==> src/rtl/cordic_pkg.sv <==
`default_nettype none
// ============================================================================
// Module : cordic_pkg
// Brief  : Shared widths, quadrant codes and atan table for rotation-mode CORDIC.
// Rev    : 1.0
// ============================================================================
package cordic_pkg;

  localparam int DEFAULT_ANGLE_WIDTH   = 16;
  localparam int DEFAULT_CORDIC_STAGES = 16;

  localparam logic [1:0] QUAD_1 = 2'b00;
  localparam logic [1:0] QUAD_2 = 2'b01;
  localparam logic [1:0] QUAD_3 = 2'b11;
  localparam logic [1:0] QUAD_4 = 2'b10;

  // atan(2^-i) in the angle format where 0x8000 weighs pi
  function automatic logic [15:0] atan_lut(input int idx);
    logic [15:0] val;
    case (idx)
      0:       val = 16'h2000;
      1:       val = 16'h12E4;
      2:       val = 16'h09FB;
      3:       val = 16'h0511;
      4:       val = 16'h028B;
      5:       val = 16'h0145;
      6:       val = 16'h00A2;
      7:       val = 16'h0051;
      8:       val = 16'h0028;
      9:       val = 16'h0014;
      10:      val = 16'h000A;
      11:      val = 16'h0005;
      12:      val = 16'h0002;
      13:      val = 16'h0001;
      default: val = 16'h0000;
    endcase
    return val;
  endfunction

endpackage
`default_nettype wire

==> src/rtl/angle_quad_reduce.sv <==
`default_nettype none
// ============================================================================
// Module : angle_quad_reduce
// Brief  : Folds a signed angle into a quadrant code and a [0, pi/2] residual.
// Rev    : 1.0
// ============================================================================
module angle_quad_reduce
  import cordic_pkg::*;
#(
  parameter int ANGLE_WIDTH = DEFAULT_ANGLE_WIDTH
) (
  input  logic [ANGLE_WIDTH-1:0] angle,
  output logic [1:0]             quad,
  output logic [ANGLE_WIDTH-1:0] residual
);

  logic [ANGLE_WIDTH-1:0] neg_angle;

  assign neg_angle = -angle;
  assign quad      = {angle[ANGLE_WIDTH-1], angle[ANGLE_WIDTH-1] ^ angle[ANGLE_WIDTH-2]};

  always_comb begin
    residual = angle;
    case (quad)
      QUAD_1:  residual = angle;
      QUAD_2:  residual = {1'b0, neg_angle[ANGLE_WIDTH-2:0]};
      QUAD_3:  residual = {1'b0, angle[ANGLE_WIDTH-2:0]};
      QUAD_4:  residual = neg_angle;
      default: residual = angle;
    endcase
  end

endmodule
`default_nettype wire

==> src/rtl/rot_dir_calc.sv <==
`default_nettype none
// ============================================================================
// Module : rot_dir_calc
// Brief  : Rotation-mode CORDIC direction generator (angle -> per-stage dirs + quadrant).
// Rev    : 1.0
// ============================================================================
module rot_dir_calc
  import cordic_pkg::*;
#(
  parameter int ANGLE_WIDTH   = DEFAULT_ANGLE_WIDTH,
  parameter int CORDIC_STAGES = DEFAULT_CORDIC_STAGES
) (
  input  logic                     clk,
  input  logic                     reset,
  input  logic [ANGLE_WIDTH-1:0]   angle_in,
  input  logic                     angle_vld_in,
  input  logic [CORDIC_STAGES-1:0] enable_in,
  output logic [CORDIC_STAGES-1:0] micro_rot_dir_out,
  output logic [1:0]               quad_out,
  output logic                     quad_vld_out,
  output logic [ANGLE_WIDTH-1:0]   residual_out,
  output logic                     overrun_err
);

  localparam logic [ANGLE_WIDTH-1:0] ATAN_LAST = atan_lut(CORDIC_STAGES - 1);

  logic [ANGLE_WIDTH-1:0] z         [CORDIC_STAGES];
  logic [1:0]             quad_r    [CORDIC_STAGES];
  logic [CORDIC_STAGES-1:0] stage_vld;

  logic [1:0]             load_quad;
  logic [ANGLE_WIDTH-1:0] load_res;
  logic                   fire_last;

  angle_quad_reduce #(
    .ANGLE_WIDTH(ANGLE_WIDTH)
  ) u_reduce (
    .angle    (angle_in),
    .quad     (load_quad),
    .residual (load_res)
  );

  // A load always wins over the drain of stage 0; overrun only when nothing drains it.
  always_ff @(posedge clk or posedge reset) begin
    if (reset) begin
      z[0]         <= '0;
      quad_r[0]    <= '0;
      stage_vld[0] <= 1'b0;
      overrun_err  <= 1'b0;
    end else if (angle_vld_in) begin
      z[0]         <= load_res;
      quad_r[0]    <= load_quad;
      stage_vld[0] <= 1'b1;
      if (stage_vld[0] && !enable_in[0]) overrun_err <= 1'b1;
    end else if (enable_in[0]) begin
      stage_vld[0] <= 1'b0;
    end
  end

  for (genvar i = 1; i < CORDIC_STAGES; i++) begin : g_stage
    localparam logic [ANGLE_WIDTH-1:0] ATAN = atan_lut(i - 1);

    always_ff @(posedge clk or posedge reset) begin
      if (reset) begin
        z[i]         <= '0;
        quad_r[i]    <= '0;
        stage_vld[i] <= 1'b0;
      end else if (enable_in[i-1]) begin
        z[i]         <= z[i-1][ANGLE_WIDTH-1] ? z[i-1] + ATAN : z[i-1] - ATAN;
        quad_r[i]    <= quad_r[i-1];
        stage_vld[i] <= stage_vld[i-1];
      end
    end
  end

  always_comb begin
    micro_rot_dir_out = '0;
    for (int i = 0; i < CORDIC_STAGES; i++) begin
      micro_rot_dir_out[i] = z[i][ANGLE_WIDTH-1];
    end
  end

  // Gating with stage_vld keeps empty (or reset-dropped) slots from producing a result.
  assign fire_last = enable_in[CORDIC_STAGES-1] & stage_vld[CORDIC_STAGES-1];

  always_ff @(posedge clk or posedge reset) begin
    if (reset) begin
      residual_out <= '0;
      quad_out     <= '0;
      quad_vld_out <= 1'b0;
    end else begin
      quad_vld_out <= fire_last;
      if (fire_last) begin
        residual_out <= z[CORDIC_STAGES-1][ANGLE_WIDTH-1] ? z[CORDIC_STAGES-1] + ATAN_LAST
                                                          : z[CORDIC_STAGES-1] - ATAN_LAST;
        quad_out     <= quad_r[CORDIC_STAGES-1];
      end
    end
  end

endmodule
`default_nettype wire
==> config.mk <==
export PLATFORM = sky130hd
export DESIGN_NAME = rot_dir_calc
export DESIGN_NICKNAME = d
export VERILOG_FILES = /design/src/rtl/cordic_pkg.sv /design/src/rtl/angle_quad_reduce.sv /design/src/rtl/rot_dir_calc.sv
export SDC_FILE = /design/constraint.sdc
export NUM_CORES = 1
export LEC_CHECK = 0
export CORE_ASPECT_RATIO = 1.4
export CORE_MARGIN = 2
export CORE_UTILIZATION = 62
export DETAILED_ROUTE_END_ITERATION = 16
export GPL_TIMING_DRIVEN = 0
export HOLD_SLACK_MARGIN = 0.15
export PLACE_DENSITY = 0.82
export SYNTH_ARGS = -nofsm -noshare
export SYNTH_HDL_FRONTEND = slang
export SYNTH_SLANG_ARGS = --single-unit
export TNS_END_PERCENT = 5
==> constraint.sdc <==
create_clock -name clk -period 13.4 [get_ports clk]
set_input_delay 1.34 -clock clk [delete_from_list [all_inputs] [get_ports clk]]
set_output_delay 1.34 -clock clk [all_outputs]
set_load 0.01 [all_outputs]
==> reports/metrics.yaml, run 1 <==
grt_use_met2: 0.5115
fin_crit_sh: 0.2479
drc: 0
final_layout_size_suffix_gt1_frac: 0.1382
grt_first_pass_wirelength_um: 74090
reg2reg_to: "micro_rot_dir_out[12]$_DFFE_PP0P_"
area_growth_pct: 12.37
fin_skew_ps: 20.59
antenna_found_initial: 0
overflow: 0
post-route-min-period_ps: 3322
cts_tree: "built"
cp-start-kind: "input pin"
power_density_nw_per_um2: 290.5
required_ps: 13770
synth_edf_count: 0
final_nets: 2291
ys.flop_type: "dfrtp_1"
dieArea_um2: 33750
ys_ff_latch: 324
die_y_um: 216.6
syn_avg_cell_area_um2: 10.19
initial_utilization: 0.6313
insertion_delay_ps: 530
rows: 77
tightest_slew_ps: 837.9
worstSetupPathType: "in -> reg"
critPathBufInv: 1
run_status: "finished, final reports clean"
setup_tns_ps: 0
wl_um: 44340
syn-instance-count: 1963
h-tree-depth: 2
grt_start_max_net_pins: 119
synth_cell_types: 71
cts_buffers: 35
grtUsageMet3: 0.03399
final_common_cell: "dfrtp_1"
core_area_um2: 31700
root_buffer: "clkbuf_16"
post-cts-setup-buffers: 0
hp-class: "reg -> reg"
boundaryPins: 71
hold_viol: 0
cp_slowest_cell: "or4_4"
avgViaCountPerCell: 6.149
path_clk_slew_ps: 60
post_cts_resized: 0
yosysSeqAreaShare: 0.4052
grt_util_all_layers: 0.2671
drt_first_pass_iters: 6
holdPathStages: 1
met1_usage: 0.2864
antennaDiodeCount: 0
cp.arrival_ps: 3690
fin_util: 0.7094
synth_area_um2: 20010
grt_busiest_layer: "met2"
crit_chain: "clkdlybuf4s50_1, or4_4, or3_4, or4_4, nor3_2, nor4b_1, a31oi_1, a31oi_1"
layout_common_cells: "324 x dfrtp_1, 185 x mux2_2, 177 x ha_1"
port-buffer-count: 63
wl_per_cell_um: 17.84
drt_iter0_drc: 824
hold_start: "z[64]$_DFFE_PP0P_"
hpwl_um: 33180
cp-end-kind: "register"
hold_end: "z[48]$_DFFE_PP0P_"
die_x_um: 155.8
rsz0062_at_grt: "false"
vias: 15290
cts.sinks: 324
ir_drop_v: 0.0001905
yosys_warnings: 0
crit_path_max_fanout: 5
clk_path_buf_depth: 3
async_reset_ff_frac: 1.000
cts-hold-fix-buffers: 0
reg2reg_slack_ps: 10170
timing.rr.start: "micro_rot_dir_out[11]$_DFFE_PP0P_"
drv_cap: 0
slowest_delay_ps: 570
gp_congestion: 0.8791
slew_viol_final: 0
p_leak_uw: 0.009947
synth.net_count: 2189
rr_worst_depth: 9
first_global_vias: 15870
crit_family: "simple AND/OR/NAND/NOR gates"
ant_nets: 0
setup_viol: 0
fmax_mhz: 301.0
maxSlewHeadroom: 0.4414
how the worst max path moves through the flow:
stage	start	end	slack [ps]	cells after the start
global placement	reset	z[173]$_DFFE_PP0P_	-380	2
CTS	angle_in[6]	micro_rot_dir_out[0]$_DFFE_PP0P_	10100	8
global route	micro_rot_dir_out[11]$_DFFE_PP0P_	micro_rot_dir_out[12]$_DFFE_PP0P_	9910	9
finish	angle_in[6]	micro_rot_dir_out[0]$_DFFE_PP0P_	10080	8
floorplan	reset	micro_rot_dir_out[0]$_DFFE_PP0P_	3090	1
detailed placement	angle_in[6]	micro_rot_dir_out[0]$_DFFE_PP0P_	9540	8
logic make-up after synthesis:
logic type | Yosys count | synth area share
compound gates | 571 | 0.1847
xor+xnor | 106 | 0.04640
fa+ha+maj | 191 | 0.1247
buf+inv | 159 | 0.03283
flops | 324 | 0.4052
mux | 192 | 0.1076
simple gates | 420 | 0.09861
worst reg2reg max path, stage by stage (launching register included):
cell	delay [ps]
dfrtp_1	460
inv_1	380
ha_1	320
a21o_1	180
a21o_1	200
a2111oi_0	690
nor3_1	210
o211ai_1	260
a21boi_0	170
o41ai_1	250
per-layer routing:
metal	wire, um	share of wire	up-vias
met5	0	0	-
met4	2119	0.048	0
met3	1275	0.029	130
met2	23950	0.54	303
met1	17000	0.38	7448
li1	-	-	7405
cell usage after synthesis (all sizes together) (9+ instances only):
cell	number	share of area
a211oi	37	0.014
a21o	54	0.020
a21oi	146	0.037
a31oi	20	0.0063
and3	9	0.0028
buf	28	0.0083
clkbuf	36	0.0068
dfrtp	324	0.41
fa	14	0.014
ha	177	0.11
inv	88	0.017
mux2	185	0.10
nand2	96	0.018
nand2b	12	0.0038
nand3	21	0.0053
nor2	152	0.029
nor2b	28	0.0088
nor3	44	0.011
o211ai	16	0.0060
o21a	41	0.015
o21ai	131	0.033
o22ai	9	0.0028
o311ai	11	0.0048
o31ai	15	0.0056
o41ai	11	0.0048
or2	11	0.0034
or3	11	0.0037
xnor2	85	0.037
xor2	21	0.0092
stage by stage:
step | setup slack, ps | hold slack (ps) | instances | total power, uW | instance area, um^2
2_1_floorplan | 3090 | 443.4 | 1963 | 4535 | 20010
3_3_place_gp | -375.3 | 462.5 | 2421 | 5251 | 21130
3_5_place_dp | 9540 | 476.2 | 2423 | 5413 | 21200
4_1_cts | 10100 | 484.3 | 2486 | 6536 | 22490
5_1_grt | 9914 | 503.1 | 2486 | 7055 | 22490
6_report | 10080 | 481.8 | 2486 | 6531 | 22490
state kept, by name, indices dropped and copies added (netlist names):
| register | cells |
|---|---|
| z | 240 |
| quad_r | 32 |
| micro_rot_dir_out | 16 |
| residual_out | 16 |
| stage_vld | 16 |
| quad_out | 2 |
| overrun_err | 1 |
| quad_vld_out | 1 |
cell type report:
cell class	count	area [um^2]
fillers	2270	9211
clock inverters	19	286.5
inverters	95	364.1
repair buffers	65	685.7
plain buffers	64	300.3
multi-input cells	1480	11240
clock buffers	44	1002
well taps	395	494.2
flip-flops and latches	324	8108
where the power goes:
group | total [uW] | switching [uW] | internal, uW
sequential | 1740 | 313 | 1420
clock | 1070 | 404 | 667
combinational | 3730 | 1940 | 1780
total | 6530 | 2660 | 3870
Power figures use the tool's default switching activity.
==> run 2: changes to the inputs <==
CORE_UTILIZATION = 56   (was 62)
PLACE_DENSITY = 0.78   (was 0.82)
clock period = 2.9 ns   (was 13.4 ns; I/O delays follow)
==> run 2 against run 1 <==
Via count rose by 0.58%. Combinational power increased to 4.7 times the previous value. Die area increased by 10%. Worst setup slack worse by 10000 ps. Total power increased to 4.6 times the previous value. Register-to-register slack worse by 10000 ps. Sequential share of layout area is 0.51 points lower. Routed wire length hardly changed. Final cell count rose by 3.4%. Highest routed layer unchanged.
==> reports/metrics.yaml, run 2 (same netlist as run 1, synthesis figures left out) <==
hp-class: "in -> async"  # was reg -> reg
maxSlewHeadroom: 0.5618  # was 0.4414
grt_start_max_net_pins: 46  # was 119
initial_utilization: 0.5706  # was 0.6313
crit_path_max_fanout: 12  # was 5
rsz0062_at_grt: "true"  # was false
layout_common_cells: "317 x dfrtp_1, 185 x mux2_2, 175 x ha_1"  # was 324 x dfrtp_1, 185 x mux2_2, 177 x ha_1
final_layout_size_suffix_gt1_frac: 0.1608  # was 0.1382
power_density_nw_per_um2: 1320  # was 290.5 nW/um^2
die_x_um: 163.8  # was 155.8 um
hold_viol: 0  # unchanged
p_leak_uw: 0.009996  # was 0.009947 uW
drt_iter0_drc: 841  # was 824
cts-hold-fix-buffers: 0  # unchanged
core_area_um2: 35070  # was 31700 um^2
fin_area_um2: 22830  # was 22490 um^2
cts_tree: "built"  # unchanged
overflow: 0  # unchanged
slowest_delay_ps: 460  # was 570 ps
fin_skew_ps: 26.94  # was 20.59 ps
cts.sinks: 324  # unchanged
fmax_mhz: 347.3
grt_util_all_layers: 0.2414  # was 0.2671
h-tree-depth: 2  # unchanged
reg2reg_slack_ps: 20  # was 10170 ps
cp_slowest_cell: "dfrtp_1"  # was or4_4
tightest_slew_ps: 657.3  # was 837.9 ps
largest_register: "z"  # unchanged
final_nets: 2314  # was 2291
die_y_um: 227.7  # was 216.6 um
reg_top3: "z (240), quad_r (32)"  # unchanged
timing.rr.start: "micro_rot_dir_out[10]$_DFFE_PP0P_"  # was micro_rot_dir_out[11]$_DFFE_PP0P_
dieArea_um2: 37280  # was 33750 um^2
dpl_cell_area_um2: 21380  # was 21200 um^2
insertion_delay_ps: 530  # about the same
clk_path_buf_depth: 3  # unchanged
port-buffer-count: 63  # unchanged
drt_first_pass_iters: 5  # was 6
slew_viol_final: 0  # unchanged
final_common_cell: "dfrtp_1"  # unchanged
final_cells: 2571  # was 2486
cp.arrival_ps: 3280  # was 3690 ps
drv_cap: 0  # unchanged
root_buffer: "clkbuf_16"  # unchanged
crit_chain: "inv_1, ha_1, a211oi_1, o211ai_1, a41oi_1, o221ai_1, a21oi_1, xnor2_1, mux2_2"  # was clkdlybuf4s50_1, or4_4, or3_4, or4_4, nor3_2, nor4b_1, a31oi_1, a31oi_1
reg2reg_to: "z[78]$_DFFE_PP0P_"  # was micro_rot_dir_out[12]$_DFFE_PP0P_
ant_nets: 0  # unchanged
place_inst: 2490  # was 2423
post-place-ws_ps: -212.9  # was 9540 ps
antenna_found_initial: 1  # was 0
rr_worst_depth: 9  # unchanged
worstSetupPathType: "reg -> reg"  # was in -> reg
grt_first_pass_wirelength_um: 74070  # was 74090 um
required_ps: 3300  # was 13770 ps
path_clk_slew_ps: 60  # about the same
area_growth_pct: 14.11  # was 12.37%
cp-start-kind: "register"  # was input pin
wl_um: 44380  # was 44340 um
avgViaCountPerCell: 5.980  # was 6.149
hpwl_um: 33140  # was 33180 um
gp_congestion: 0.8742  # was 0.8791
fin_crit_sh: 0.9928
cp-end-kind: "register"  # unchanged
fin_util: 0.6511  # was 0.7094
boundaryPins: 71  # unchanged
cts_buffers: 35  # unchanged
post-route-min-period_ps: 2879
first_global_vias: 15880  # was 15.87k
setup_viol: 0  # unchanged
fin_ws_ps: 20.79  # was 10080 ps
largest_reg_flops: 240  # unchanged
wl_per_cell_um: 17.26  # was 17.84 um
drc: 0  # unchanged
run_status: "finished, final reports clean"  # unchanged
vias: 15370  # was 15.29k
finalPower_uw: 30140  # was 6531 uW
ir_drop_v: 0.0008668  # was 0.0001905 V
rows: 81  # was 77
run 2: where the power goes:
part           internal, uW  total, uW  switching, uW  leakage, uW
logic                  8500      17600           9070      0.00568
clock network          2670       4530           1870     0.000570
registers              6590       8040           1460      0.00375
total                 17700      30100          12400       0.0100
run 2: worst max-delay path: cells and delay by family (launching register included):
| kind | cells | cell delay, ps |
|---|---|---|
| muxes | 1 | 260 |
| DFF | 1 | 460 |
| buffers and inverters | 1 | 340 |
| adders and majority gates | 1 | 330 |
| AOI/OAI and AO/OA | 5 | 1300 |
| xor gates and xnor gates | 1 | 80 |
run 2: cell type report:
class / instances / area (um^2)
flip-flops and latches: 324 / 8117
multi-input cells: 1480 / 11370
plain buffers: 64 / 300.3
fillers: 2761 / 12230
inverters: 95 / 379.1
repair buffers: 88 / 925.9
well taps: 456 / 570.5
diodes: 1 / 2.502
clock buffers: 47 / 980.9
clock inverters: 16 / 188.9
run 2: stage by stage:
stage / hold slack [ps] / setup TNS [ps]
after floorplan: 437.7 / -554930
after global placement: 457.8 / -1215800
after detailed placement: 461.4 / -2122
after CTS: 160.9 / -788.8
after global routing: 202.9 / -1052
final: 161.1 / 0
run 2: how the worst max path moves through the flow:
stage,startpoint,end,depth (start not counted)
after floorplan,reset,micro_rot_dir_out[0]$_DFFE_PP0P_,1
after global placement,reset,residual_out[5]$_DFFE_PP0P_,2
after detailed placement,micro_rot_dir_out[11]$_DFFE_PP0P_,z[57]$_DFFE_PP0P_,9
after CTS,micro_rot_dir_out[3]$_DFFE_PP0P_,z[189]$_DFFE_PP0P_,9
after global routing,micro_rot_dir_out[10]$_DFFE_PP0P_,z[78]$_DFFE_PP0P_,9
final,micro_rot_dir_out[10]$_DFFE_PP0P_,z[78]$_DFFE_PP0P_,9
run 2: metal layers:
layer | track usage | share of wire | wire, um | vias to the layer above
met5 | 0 | 0 | 0 | -
met4 | 0.1194 | 0.049 | 2161 | 0
met3 | 0.03103 | 0.025 | 1122 | 126
met2 | 0.4664 | 0.55 | 24370 | 267
met1 | 0.2548 | 0.38 | 16720 | 7554
li1 | - | - | - | 7427
run 2: what timing repair did:
item,4_1_cts,5_1_grt
pin swaps,0,8
setup buffers,2,15
endpoints found under the setup margin,23,50
resized for setup,12,30
cloned,0,0
==> run 3: changes to the inputs <==
GPL_ROUTABILITY_DRIVEN = 0   (was default)
SKIP_CTS_REPAIR_TIMING = 1   (was default)
==> run 3 against run 2 <==
Critical path type unchanged. Highest routed layer unchanged. Design area down 0.93%. Largest power group unchanged. The run now ends with setup timing left. Core utilization shrank 0.60 points. Sequential power is essentially flat.
==> reports/metrics.yaml, run 3 (same netlist as run 1, synthesis figures left out) <==
power_density_nw_per_um2: 1307  # was 1320 nW/um^2
clk_path_buf_depth: 3  # unchanged
multi_input_area_um2: 11320  # was 11370 um^2
final_nets: 2307  # was 2314
drc: 0  # unchanged
tightest_slew_ps: 612.5  # was 657.3 ps
drt_iter0_drc: 773  # was 841
route.met2.wl_um: 23750  # was 24370 um
wl_um: 43310  # was 44380 um
drt_first_pass_iters: 6  # was 5
place_inst: 2490  # unchanged
wl_per_cell_um: 16.92  # was 17.26 um
register_area_um2: 8114  # was 8117 um^2
insertion_delay_ps: 580  # was 530 ps
n_fill_cell: 2766  # was 2761
hpwl_um: 33030  # was 33140 um
vias: 15220  # was 15.37k
overflow: 0  # unchanged
worstSetupPathType: "reg -> reg"  # unchanged
dr.max_layer_used: "met4"  # unchanged
ant_nets: 0  # unchanged
grt_first_pass_wirelength_um: 72350  # was 74070 um
grt_start_max_net_pins: 46  # unchanged
cp.arrival_ps: 3440  # was 3280 ps
largest_reg_flops: 240  # unchanged
h-tree-depth: 1  # was 2
core_area_um2: 35070  # unchanged
final_cells: 2559  # was 2571
area_growth_pct: 13.06  # was 14.11%
rsz0062_at_grt: "true"  # unchanged
hold_viol: 0  # unchanged
cts_buffers: 31  # was 35
fin_ws_ps: -76.94  # was 20.79 ps
path_clk_slew_ps: 60  # about the same
setup_tns_ps: -140.4  # was 0 ps
layout_common_cells: "319 x dfrtp_1, 185 x mux2_2, 177 x ha_1"  # was 317 x dfrtp_1, 185 x mux2_2, 175 x ha_1
post-place-ws_ps: -232.3  # was -212.9 ps
finalPower_uw: 29570  # was 30140 uW
grt_util_all_layers: 0.2347  # was 0.2414
fin_util: 0.6451  # was 0.6511
antenna_found_initial: 1  # unchanged
root_buffer: "clkbuf_16"  # unchanged
port-buffer-count: 63  # unchanged
met1_length_um: 16310  # was 16720 um
cp-end-kind: "register"  # unchanged
p_leak_uw: 0.009916  # was 0.009996 uW
setup_viol: 4  # was 0
initial_utilization: 0.5706  # unchanged
hp-class: "in -> async"  # unchanged
final_layout_size_suffix_gt1_frac: 0.1522  # was 0.1608
cts.sinks: 324  # unchanged
dieArea_um2: 37280  # unchanged
largest_register: "z"  # unchanged
violations: "setup timing"
crit_path_max_fanout: 12  # unchanged
cp-start-kind: "register"  # unchanged
maxSlewHeadroom: 0.5811  # was 0.5618
boundaryPins: 71  # unchanged
slew_viol_final: 0  # unchanged
first_global_vias: 15640  # was 15.88k
ir_drop_v: 0.0009752  # was 0.0008668 V
required_ps: 3360  # was 3300 ps
run_status: "finished, violations left"  # was finished, final reports clean
final_common_cell: "dfrtp_1"  # unchanged
cts_tree: "built"  # unchanged
reg_top3: "z (240), quad_r (32)"  # unchanged
fmax_mhz: 335.9  # was 347.3 MHz
post-route-min-period_ps: 2977  # was 2879 ps
drv_cap: 0  # unchanged
fin_crit_sh: 1.027  # was 0.9928
fin_skew_ps: 6.341  # was 26.94 ps
die_x_um: 163.8  # unchanged
die_y_um: 227.7  # unchanged
dr_wl_met3_um: 1320  # was 1122 um
avgViaCountPerCell: 5.949  # was 5.980
rows: 81  # unchanged
[run 3: cell count changes in the layout (fill, tap and decap cells not counted), moves of 3 or more]
cell	before	now
buf_4	33	30
clkbuf_1	42	38
clkbuf_16	35	31
o21ai_0	124	128
o21ai_1	6	2
[run 3: final cells by class]
type,count,share of cell area
antenna,1,0.0001106
buffer,64,0.01327
clock buffer,40,0.03888
clock inverter,14,0.007135
inverter,95,0.01659
multi-input combinational,1480,0.5005
sequential,324,0.3587
tap,456,0.02522
timing repair buffer,85,0.03960
[run 3: per-stage QoR]
| step | hold slack (ps) | instance area [um^2] |
|---|---|---|
| after floorplan | 437.7 | 20010 |
| after global routing | 172.4 | 22620 |
| after CTS | 119.9 | 22420 |
| final | 126.6 | 22620 |
| after detailed placement | 461.6 | 21370 |
| after global placement | 462.0 | 21210 |
[run 3: routing by layer]
layer  up-vias  global-route usage
met5         -                   0
met4         0              0.1061
met3       119             0.02540
met2       297              0.4614
met1      7415              0.2478
li1       7393                   -
[run 3: where the power goes]
group          switching [uW]  internal [uW]
logic                    8960           8430
registers                1450           6580
clock network            1760           2390
total                   12200          17400
[run 3: worst paths after layout]
check                                            startpoint  slack, ps                                to  cells past startpoint
max in group asynchronous                             reset       1400             quad_r[3]$_DFFE_PP0P_                      6
max reg2reg                micro_rot_dir_out[7]$_DFFE_PP0P_        -80                z[125]$_DFFE_PP0P_                      9
min                                                   reset        130                z[221]$_DFFE_PP0P_                      2
max                        micro_rot_dir_out[7]$_DFFE_PP0P_        -80                z[125]$_DFFE_PP0P_                      9
min in group clk                               angle_vld_in        140  micro_rot_dir_out[0]$_DFFE_PP0P_                      3
min reg2reg                               z[20]$_DFFE_PP0P_        470                 z[20]$_DFFE_PP0P_                      1
[run 3: critical path, stage by stage, from the launching register on]
cell,delay [ps]
dfrtp_1,540
inv_1,300
ha_1,380
a211oi_1,370
o21ai_0,190
a21oi_1,230
o21ai_0,180
a31oi_1,320
nor4b_1,110
a211o_1,240
